File: src/rtl/pipeline_ctrl.sv
// Pipeline hazard controller: drives per-stage hold/flush, exception redirect,
// multi-cycle divide stall sequencing and a saturating stall-cycle counter.
module pipeline_ctrl #(
  parameter int unsigned DIV_CYCLES = 32
) (
  input  logic        clk,
  input  logic        rst,
  input  logic        load_use,
  input  logic        div_start,
  input  logic        mem_req,
  input  logic        mem_ack,
  input  logic        exc_valid,
  input  logic [31:0] exc_vector,
  output logic        hold_pc,
  output logic        hold_ifid,
  output logic        hold_idex,
  output logic        hold_exmem,
  output logic        hold_memwb,
  output logic        flush_ifid,
  output logic        flush_idex,
  output logic        flush_exmem,
  output logic        flush_memwb,
  output logic        pc_redirect,
  output logic [31:0] redirect_addr,
  output logic        div_busy,
  output logic        div_done,
  output logic [15:0] stall_count
);

  localparam int unsigned CNT_W  = 16;
  localparam int unsigned SC_W   = 16;
  localparam int unsigned ADDR_W = 32;

  // The divide cycle itself counts as the first stall cycle, and the cycle
  // with div_cnt==0 is the last, so the counter loads DIV_CYCLES-2.
  localparam logic [CNT_W-1:0] DIV_LOAD = CNT_W'(DIV_CYCLES - 32'd2);
  localparam logic [SC_W-1:0]  SC_MAX   = '1;

  if (DIV_CYCLES < 2 || DIV_CYCLES > 65535) begin : g_bad_div_cycles
    $error("pipeline_ctrl: DIV_CYCLES out of range 2..65535");
  end

  typedef enum logic {
    ST_RUN = 1'b0,
    ST_DIV = 1'b1
  } state_t;

  state_t            state_q, state_d;
  state_t            state_cur;
  logic [CNT_W-1:0]  div_cnt_q, div_cnt_d;
  logic [SC_W-1:0]   stall_count_q, stall_count_d;

  logic              mem_wait;

  // Reset forces the outputs to look like RUN in the same cycle.
  always_comb begin
    state_cur = state_q;
    if (rst) begin
      state_cur = ST_RUN;
    end
  end

  // Divide status, independent of which hazard owns hold/flush.
  always_comb begin
    div_busy = 1'b0;
    div_done = 1'b0;
    if (state_cur == ST_DIV) begin
      div_busy = 1'b1;
      div_done = (div_cnt_q == '0);
    end else if (div_start) begin
      div_busy = 1'b1;
    end
  end

  assign mem_wait = mem_req && !mem_ack;

  // Prioritised hold/flush/redirect: exception > memory wait > divide > load-use.
  always_comb begin
    hold_pc       = 1'b0;
    hold_ifid     = 1'b0;
    hold_idex     = 1'b0;
    hold_exmem    = 1'b0;
    hold_memwb    = 1'b0;
    flush_ifid    = 1'b0;
    flush_idex    = 1'b0;
    flush_exmem   = 1'b0;
    flush_memwb   = 1'b0;
    pc_redirect   = 1'b0;
    redirect_addr = '0;
    if (exc_valid) begin
      flush_ifid    = 1'b1;
      flush_idex    = 1'b1;
      flush_exmem   = 1'b1;
      flush_memwb   = 1'b1;
      pc_redirect   = 1'b1;
      redirect_addr = ADDR_W'(exc_vector);
    end else if (mem_wait) begin
      hold_pc     = 1'b1;
      hold_ifid   = 1'b1;
      hold_idex   = 1'b1;
      hold_exmem  = 1'b1;
      flush_memwb = 1'b1;
    end else if (div_busy) begin
      hold_pc     = 1'b1;
      hold_ifid   = 1'b1;
      hold_idex   = 1'b1;
      flush_exmem = 1'b1;
    end else if (load_use) begin
      hold_pc    = 1'b1;
      hold_ifid  = 1'b1;
      flush_idex = 1'b1;
    end
  end

  // Divide FSM next state; keeps running underneath a memory wait.
  always_comb begin
    state_d   = state_q;
    div_cnt_d = div_cnt_q;
    if (rst) begin
      state_d   = ST_RUN;
      div_cnt_d = '0;
    end else if (exc_valid) begin
      state_d   = ST_RUN;
      div_cnt_d = '0;
    end else begin
      case (state_q)
        ST_RUN: begin
          if (div_start) begin
            state_d   = ST_DIV;
            div_cnt_d = DIV_LOAD;
          end
        end
        ST_DIV: begin
          if (div_cnt_q == '0) begin
            state_d = ST_RUN;
          end else begin
            div_cnt_d = div_cnt_q - CNT_W'(1);
          end
        end
        default: begin
          state_d   = ST_RUN;
          div_cnt_d = '0;
        end
      endcase
    end
  end

  // Saturating count of cycles in which the PC was held.
  always_comb begin
    stall_count_d = stall_count_q;
    if (rst) begin
      stall_count_d = '0;
    end else if (hold_pc && (stall_count_q != SC_MAX)) begin
      stall_count_d = stall_count_q + SC_W'(1);
    end
  end

  // State, divide counter and performance counter registers.
  always_ff @(posedge clk) begin
    state_q       <= state_d;
    div_cnt_q     <= div_cnt_d;
    stall_count_q <= stall_count_d;
  end

  assign stall_count = stall_count_q;

endmodule

File: config.mk
export PLATFORM = sky130hd
export DESIGN_NAME = pipeline_ctrl
export DESIGN_NICKNAME = d
export VERILOG_FILES = /design/src/rtl/pipeline_ctrl.sv
export SDC_FILE = /design/constraint.sdc
export NUM_CORES = 1
export LEC_CHECK = 0
export BUFFER_PORTS_ARGS = -buffer_cell sky130_fd_sc_hd__buf_2
export CAP_MARGIN = 20
export CORE_UTILIZATION = 50
export DETAILED_ROUTE_END_ITERATION = 10
export GPL_TIMING_DRIVEN = 1
export PLACE_DENSITY = 0.9
export SYNTH_ARGS = -nofsm -noshare
export SYNTH_HDL_FRONTEND = slang
export SYNTH_SLANG_ARGS = --single-unit
export TNS_END_PERCENT = 20
File: constraint.sdc
create_clock -name clk -period 3.2 [get_ports clk]
set_input_delay 0.48 -clock clk [delete_from_list [all_inputs] [get_ports clk]]
set_output_delay 0.48 -clock clk [all_outputs]
set_load 0.01 [all_outputs]
* Word level (Yosys, flattened, before mapping) *
Index checks and enable logic that the tools add are counted.
Widths: inputs -> output; s select.

word-level totals
  bits in registers = 33
  bits of input ports = 39
  output and inout port bits = 60
  logic and storage cells = 41

cells by class
  add/subtract/negate cells = 2
  eq/ne operators = 3
  mux-type cells = 26
  bitwise logic cells = 1
  reductions and logical operators = 6

operators with widths
  kind                   count
  $mux 16                2
  $mux 32                1
  $pmux 16 s2            1
  $mux 1                 21
  $add 16x1->16 const B  1
  $logic_not 16->1       1
  $ne 16x16->1 const B   1
  $sub 16x1->16 const B  1
  $ne 2x2->1 const B     2
  $logic_and 1x1->1      2
  $pmux 1 s2             1
  $reduce_and 2->1       1
  $reduce_or 2->1        1
  $logic_not 1->1        1
  $not 1->1              1

* Longest topological paths before layout *
  word-level depth = 6
  gate-level depth with buffers = 7
  mapped depth without buffers = 7

* Least setup slack after synthesis *
OpenSTA, ideal clock, no wires.

  path type = input -> register
  start point = input port rst
  end point = register stall_count_q[10] (netlist: stall_count[10])
  library setup time = 0.123 ns
  arrival time = 1.989 ns
  required time = 3.077 ns
  setup slack = 1.088 ns
  stages = 6
  buffers on the path = 1
  path through = clkbuf_1 -> nand2b_1 -> a41oi_2 -> o21ai_4 -> nor4_1 -> mux2_1

between the ends
  word-level cells in the longest chain between the ends = 6

ends and longest elaborated chain
  element               RTL line  source
  start, declared       7         input logic rst,
  $mux 1                58        if (rst) begin
  $mux 1                67        if (state_cur == ST_DIV) begin
  $mux 1 (3 in a row)   -
  named net hold_ifid   15        output logic hold_ifid,
  $logic_and 1x1->1     153       end else if (hold_pc && (stall_count_q != SC_MAX)) begin
  end signal, assigned  162       stall_count_q <= stall_count_d;
  end, declared         51        logic [SC_W-1:0] stall_count_q, stall_count_d;

The timed path passes the listed nets, and every way through them passes these cells.
A chain may end at the register's enable or synchronous reset.

* Worst setup path in the final report *
  start point = register div_cnt_q[6]
  end point = output port div_done

between the ends
  word-level cells in the longest chain between the ends = 2

ends and longest elaborated chain
  element                 RTL line  source
  start, declared         50        logic [CNT_W-1:0] div_cnt_q, div_cnt_d;
  start signal, assigned  161       div_cnt_q <= div_cnt_d;
  $logic_not 16->1        69        div_done = (div_cnt_q == '0);
  $mux 1                  67
  end, declared           26        output logic div_done,

No other way between the ends.

==> results_tabular.tex <==
\begin{tabular}{lr}
\hline
Metric & Value \\
\hline
\multicolumn{2}{l}{\textbf{Outcome}} \\
Outcome & complete, no violations \\
\multicolumn{2}{l}{\textbf{Setup path}} \\
Endpoint arrival time on the critical path & 2.09 ns \\
Data required time at the worst endpoint & 2.72 ns \\
Reg-to-Reg Start & stall\_count[0] \\
Count of cells along the worst register-to-register path & 6 \\
Maximum fanout along the worst path & 6 \\
Kind of critical path & reg2out \\
Endpoint kind of the worst setup timing path & output port \\
End of the worst register-to-register path & stall\_count[10] \\
Reg2reg setup slack & 0.98 ns \\
Type of origin of the critical path & flip-flop \\
\multicolumn{2}{l}{\textbf{Timing}} \\
Unrepaired setup endpoints after global routing & no \\
Minimum clock period & 2.57 ns \\
Hold Slack & 0.479 ns \\
Highest attainable clock frequency & 0.390 GHz \\
Number of max-slew violations in the final report & 0 \\
Setup clock skew after layout & 0.00868 ns \\
Setup Total Neg Slack & 0 ns \\
Number of setup violations in the final report & 0 \\
Relative slew slack & 63.6\% \\
Final clock period utilization by the worst path & 80.2\% \\
Number of hold violations in the final report & 0 \\
Slew at the pin closest to its max-slew limit & 0.545 ns \\
\multicolumn{2}{l}{\textbf{Placement}} \\
Final HPWL DP & 4.05 mm \\
Placer congestion estimate & 0.877 \\
I/O Buffers & 97 \\
\multicolumn{2}{l}{\textbf{Die}} \\
Floorplan die width & 65.8 µm \\
Boundary pin count & 99 \\
Starting density of the core & 53.9\% \\
Total number of placement rows & 22 \\
Floorplan Core Area & 0.00377 mm² \\
Total die area & 0.00433 mm² \\
Vertical extent of the die & 65.8 µm \\
\multicolumn{2}{l}{\textbf{Yosys}} \\
Share of synthesized registers carrying an async set or reset & 0\% \\
Post-synthesis sequential area ratio & 32.5\% \\
Number of cells produced by synthesis & 251 \\
EDFF count, synth & 0 \\
Mean Syn Cell Area & 8.11 µm² \\
Synthesized area & 0.00203 mm² \\
Library cell with the highest instance count after synthesis & sky130\_fd\_sc\_hd\_\_dfxtp\_1 \\
Synth Warn \# & 0 \\
Synth top area share & 32.5\% \\
Post-synthesis net count & 292 \\
Leading area contributor after synthesis & sky130\_fd\_sc\_hd\_\_dfxtp\_1 \\
Top cells by area in the synthesized netlist & sky130\_fd\_sc\_hd\_\_dfxtp\_1 (32\%), sky130\_fd\_sc\_hd\_\_and2\_1 (9.8\%), sky130\_fd\_sc\_hd\_\_nor2\_1 (5.9\%), sky130\_fd\_sc\_hd\_\_xor2\_1 (5.2\%), sky130\_fd\_sc\_hd\_\_a21oi\_1 (3.0\%) \\
Synth unique cells & 53 \\
Count of state elements after synthesis & 33 \\
Leading post-synthesis cells by instance count & sky130\_fd\_sc\_hd\_\_dfxtp\_1 (33), sky130\_fd\_sc\_hd\_\_and2\_1 (32), sky130\_fd\_sc\_hd\_\_nor2\_1 (32) \\
Leading register cell type out of synthesis & sky130\_fd\_sc\_hd\_\_dfxtp\_1 \\
\multicolumn{2}{l}{\textbf{Detailed routing}} \\
Number of antenna-violating nets in the routed design & 0 \\
Avg Vias per Cell & 5.32 \\
Iteration-0 DRC count of the detailed router & 196 \\
Residual DRC & 0 \\
Total via count after detailed routing & 2073 \\
Pre-antenna DRT Iters & 4 \\
Avg WL per Cell & 13.7 µm \\
Sum of routed wire length over all layers & 5.35 mm \\
\multicolumn{2}{l}{\textbf{Final layout}} \\
Fill cell total of the finished layout & 323 \\
Footprint of the multi-input gates & 0.00126 mm² \\
Final core utilization & 69.0\% \\
Signed area change from the synthesized netlist to the final layout & 27.9\% \\
Share of cells above drive strength 1 & 35.7\% \\
Number of inserted diodes & 0 \\
Area taken by flip-flops and latches & 661 µm² \\
Final nets & 382 \\
\multicolumn{2}{l}{\textbf{CTS}} \\
Clock tree from TritonCTS & yes \\
Post-CTS setup-driven buffer insertion count & 0 \\
Latest clock arrival within the worst-skew pair & 0.29 ns \\
Clock transition at the registers of the reported paths & 0.07 ns \\
Number of levels in the clock H-tree & 2 \\
Hold-fix buffer count after cts & 0 \\
Post\_cts resized & 0 \\
CTS Root Buffer Type & sky130\_fd\_sc\_hd\_\_clkbuf\_8 \\
Clk sinks & 33 \\
Number of buffers created by CTS & 5 \\
Clk buf depth & 2 \\
\multicolumn{2}{l}{\textbf{Global routing}} \\
Most crowded layer after global routing & met2 \\
Met3 track utilization from global routing & 5.00\% \\
Global-route wire length before repair & 8.69 mm \\
Sum of overflow across all layers after global routing & 0 \\
Largest net degree at the start of global routing & 43 \\
Initial antenna violation count & 0 \\
Met2 track demand over resource & 42.3\% \\
Total track usage & 25.8\% \\
Met1 GRT Util & 33.0\% \\
Via count of the first global-routing pass & 1932 \\
\multicolumn{2}{l}{\textbf{Run}} \\
Maximum Capacitance Violations & 0 \\
\multicolumn{2}{l}{\textbf{Worst hold path}} \\
Hold path endpoint & div\_cnt\_q[15] \\
Worst Min Path Start & div\_cnt\_q[15] \\
Number of cells on the worst hold path & 2 \\
Class of the tightest hold or removal check & reg2reg \\
\multicolumn{2}{l}{\textbf{Pwr}} \\
VDD IR-drop max & 0.418 mV \\
Static leakage power & 1.22 nW \\
Total chip power & 1.02 mW \\
Total power density per cell area & 393 mW/mm² \\
\hline
\end{tabular}
## how the worst max path moves through the flow
stage | from | end | cells after the start
2_1_floorplan | rst | stall_count[10] | 6
3_3_place_gp | rst | stall_count[10] | 6
3_5_place_dp | rst | stall_count[10] | 6
4_1_cts | div_cnt_q[6] | div_done | 5
5_1_grt | div_cnt_q[6] | div_done | 5
6_report | div_cnt_q[6] | div_done | 5
## state kept, by name (all words and copies together), names as in the netlist
register and cells:
state_q 1, div_cnt_q 16, stall_count 16
## cell type report
cell class	count	area share (%)
Tap cell	48	2.31
Clock buffer	7	3.70
Timing Repair Buffer	97	18.7
Inverter	8	1.15
Sequential cell	33	25.4
Multi-Input combinational cell	196	48.6
Clock inverter	1	0.192
## where the power goes
group	switching, mW	total, mW	internal [mW]
clock	0.154	0.348	0.194
sequential	0.0169	0.440	0.423
combinational	0.129	0.234	0.105
## metal layers
layer / up-vias / wire length, µm / share of wire [%]
met2: 65 / 2630 / 49
met1: 948 / 2400 / 45
li1: 1049 / - / -
met4: 0 / 61 / 1.1
met3: 11 / 251 / 4.7
met5: - / 0 / 0
## cell families after synthesis
logic type	Yosys count	share of synthesized area, %
fa+ha+maj	2	1.23
simple gates	134	38.4
buf+inv	22	5.41
mux	4	2.09
compound gates	42	14.6
flops	33	32.5
other cells	1	0.184
xor+xnor	13	5.60
## stage by stage
step                      instances  instance area, µm²  worst slack [ns]
final                           390                2600             0.634
after global routing            390                2600             0.480
after CTS                       390                2600             0.629
after detailed placement        382                2500             0.825
after global placement          382                2500             0.918
after floorplan                 251                2030              1.09
## layout by cell type (no fill, tap or decap), types with 2 or more instances in the layout
| cell | n |
|---|---|
| sky130_fd_sc_hd__a21oi_1 | 12 |
| sky130_fd_sc_hd__o21ai_1 | 5 |
| sky130_fd_sc_hd__nor3_2 | 2 |
| sky130_fd_sc_hd__nor2_4 | 2 |
| sky130_fd_sc_hd__and4b_1 | 2 |
| sky130_fd_sc_hd__nand3b_1 | 2 |
| sky130_fd_sc_hd__a21o_1 | 2 |
| sky130_fd_sc_hd__o211ai_1 | 5 |
| sky130_fd_sc_hd__dfxtp_1 | 33 |
| sky130_fd_sc_hd__ha_1 | 2 |
| sky130_fd_sc_hd__buf_2 | 97 |
| sky130_fd_sc_hd__o21ai_0 | 6 |
| sky130_fd_sc_hd__and3_1 | 5 |
| sky130_fd_sc_hd__nand3_1 | 5 |
| sky130_fd_sc_hd__nand4_1 | 5 |
| sky130_fd_sc_hd__and2_1 | 32 |
| sky130_fd_sc_hd__nor4_1 | 2 |
| sky130_fd_sc_hd__nor2_1 | 32 |
| sky130_fd_sc_hd__nand2b_1 | 5 |
| sky130_fd_sc_hd__a31oi_1 | 4 |
| sky130_fd_sc_hd__or3_1 | 9 |
| sky130_fd_sc_hd__inv_1 | 8 |
| sky130_fd_sc_hd__clkbuf_8 | 7 |
| sky130_fd_sc_hd__nand4b_1 | 2 |
| sky130_fd_sc_hd__mux2i_1 | 2 |
| sky130_fd_sc_hd__xor2_1 | 12 |
| sky130_fd_sc_hd__nand2_1 | 16 |
| sky130_fd_sc_hd__nor3_1 | 2 |
## critical path: stages (launching register included)
cell and delay, ns:
sky130_fd_sc_hd__dfxtp_1 0.34, sky130_fd_sc_hd__or4_4 0.58, sky130_fd_sc_hd__nor3_2 0.31, sky130_fd_sc_hd__nand4_1 0.28, sky130_fd_sc_hd__nor2_1 0.14, sky130_fd_sc_hd__buf_2 0.14
(Power assumes the default switching activity.)
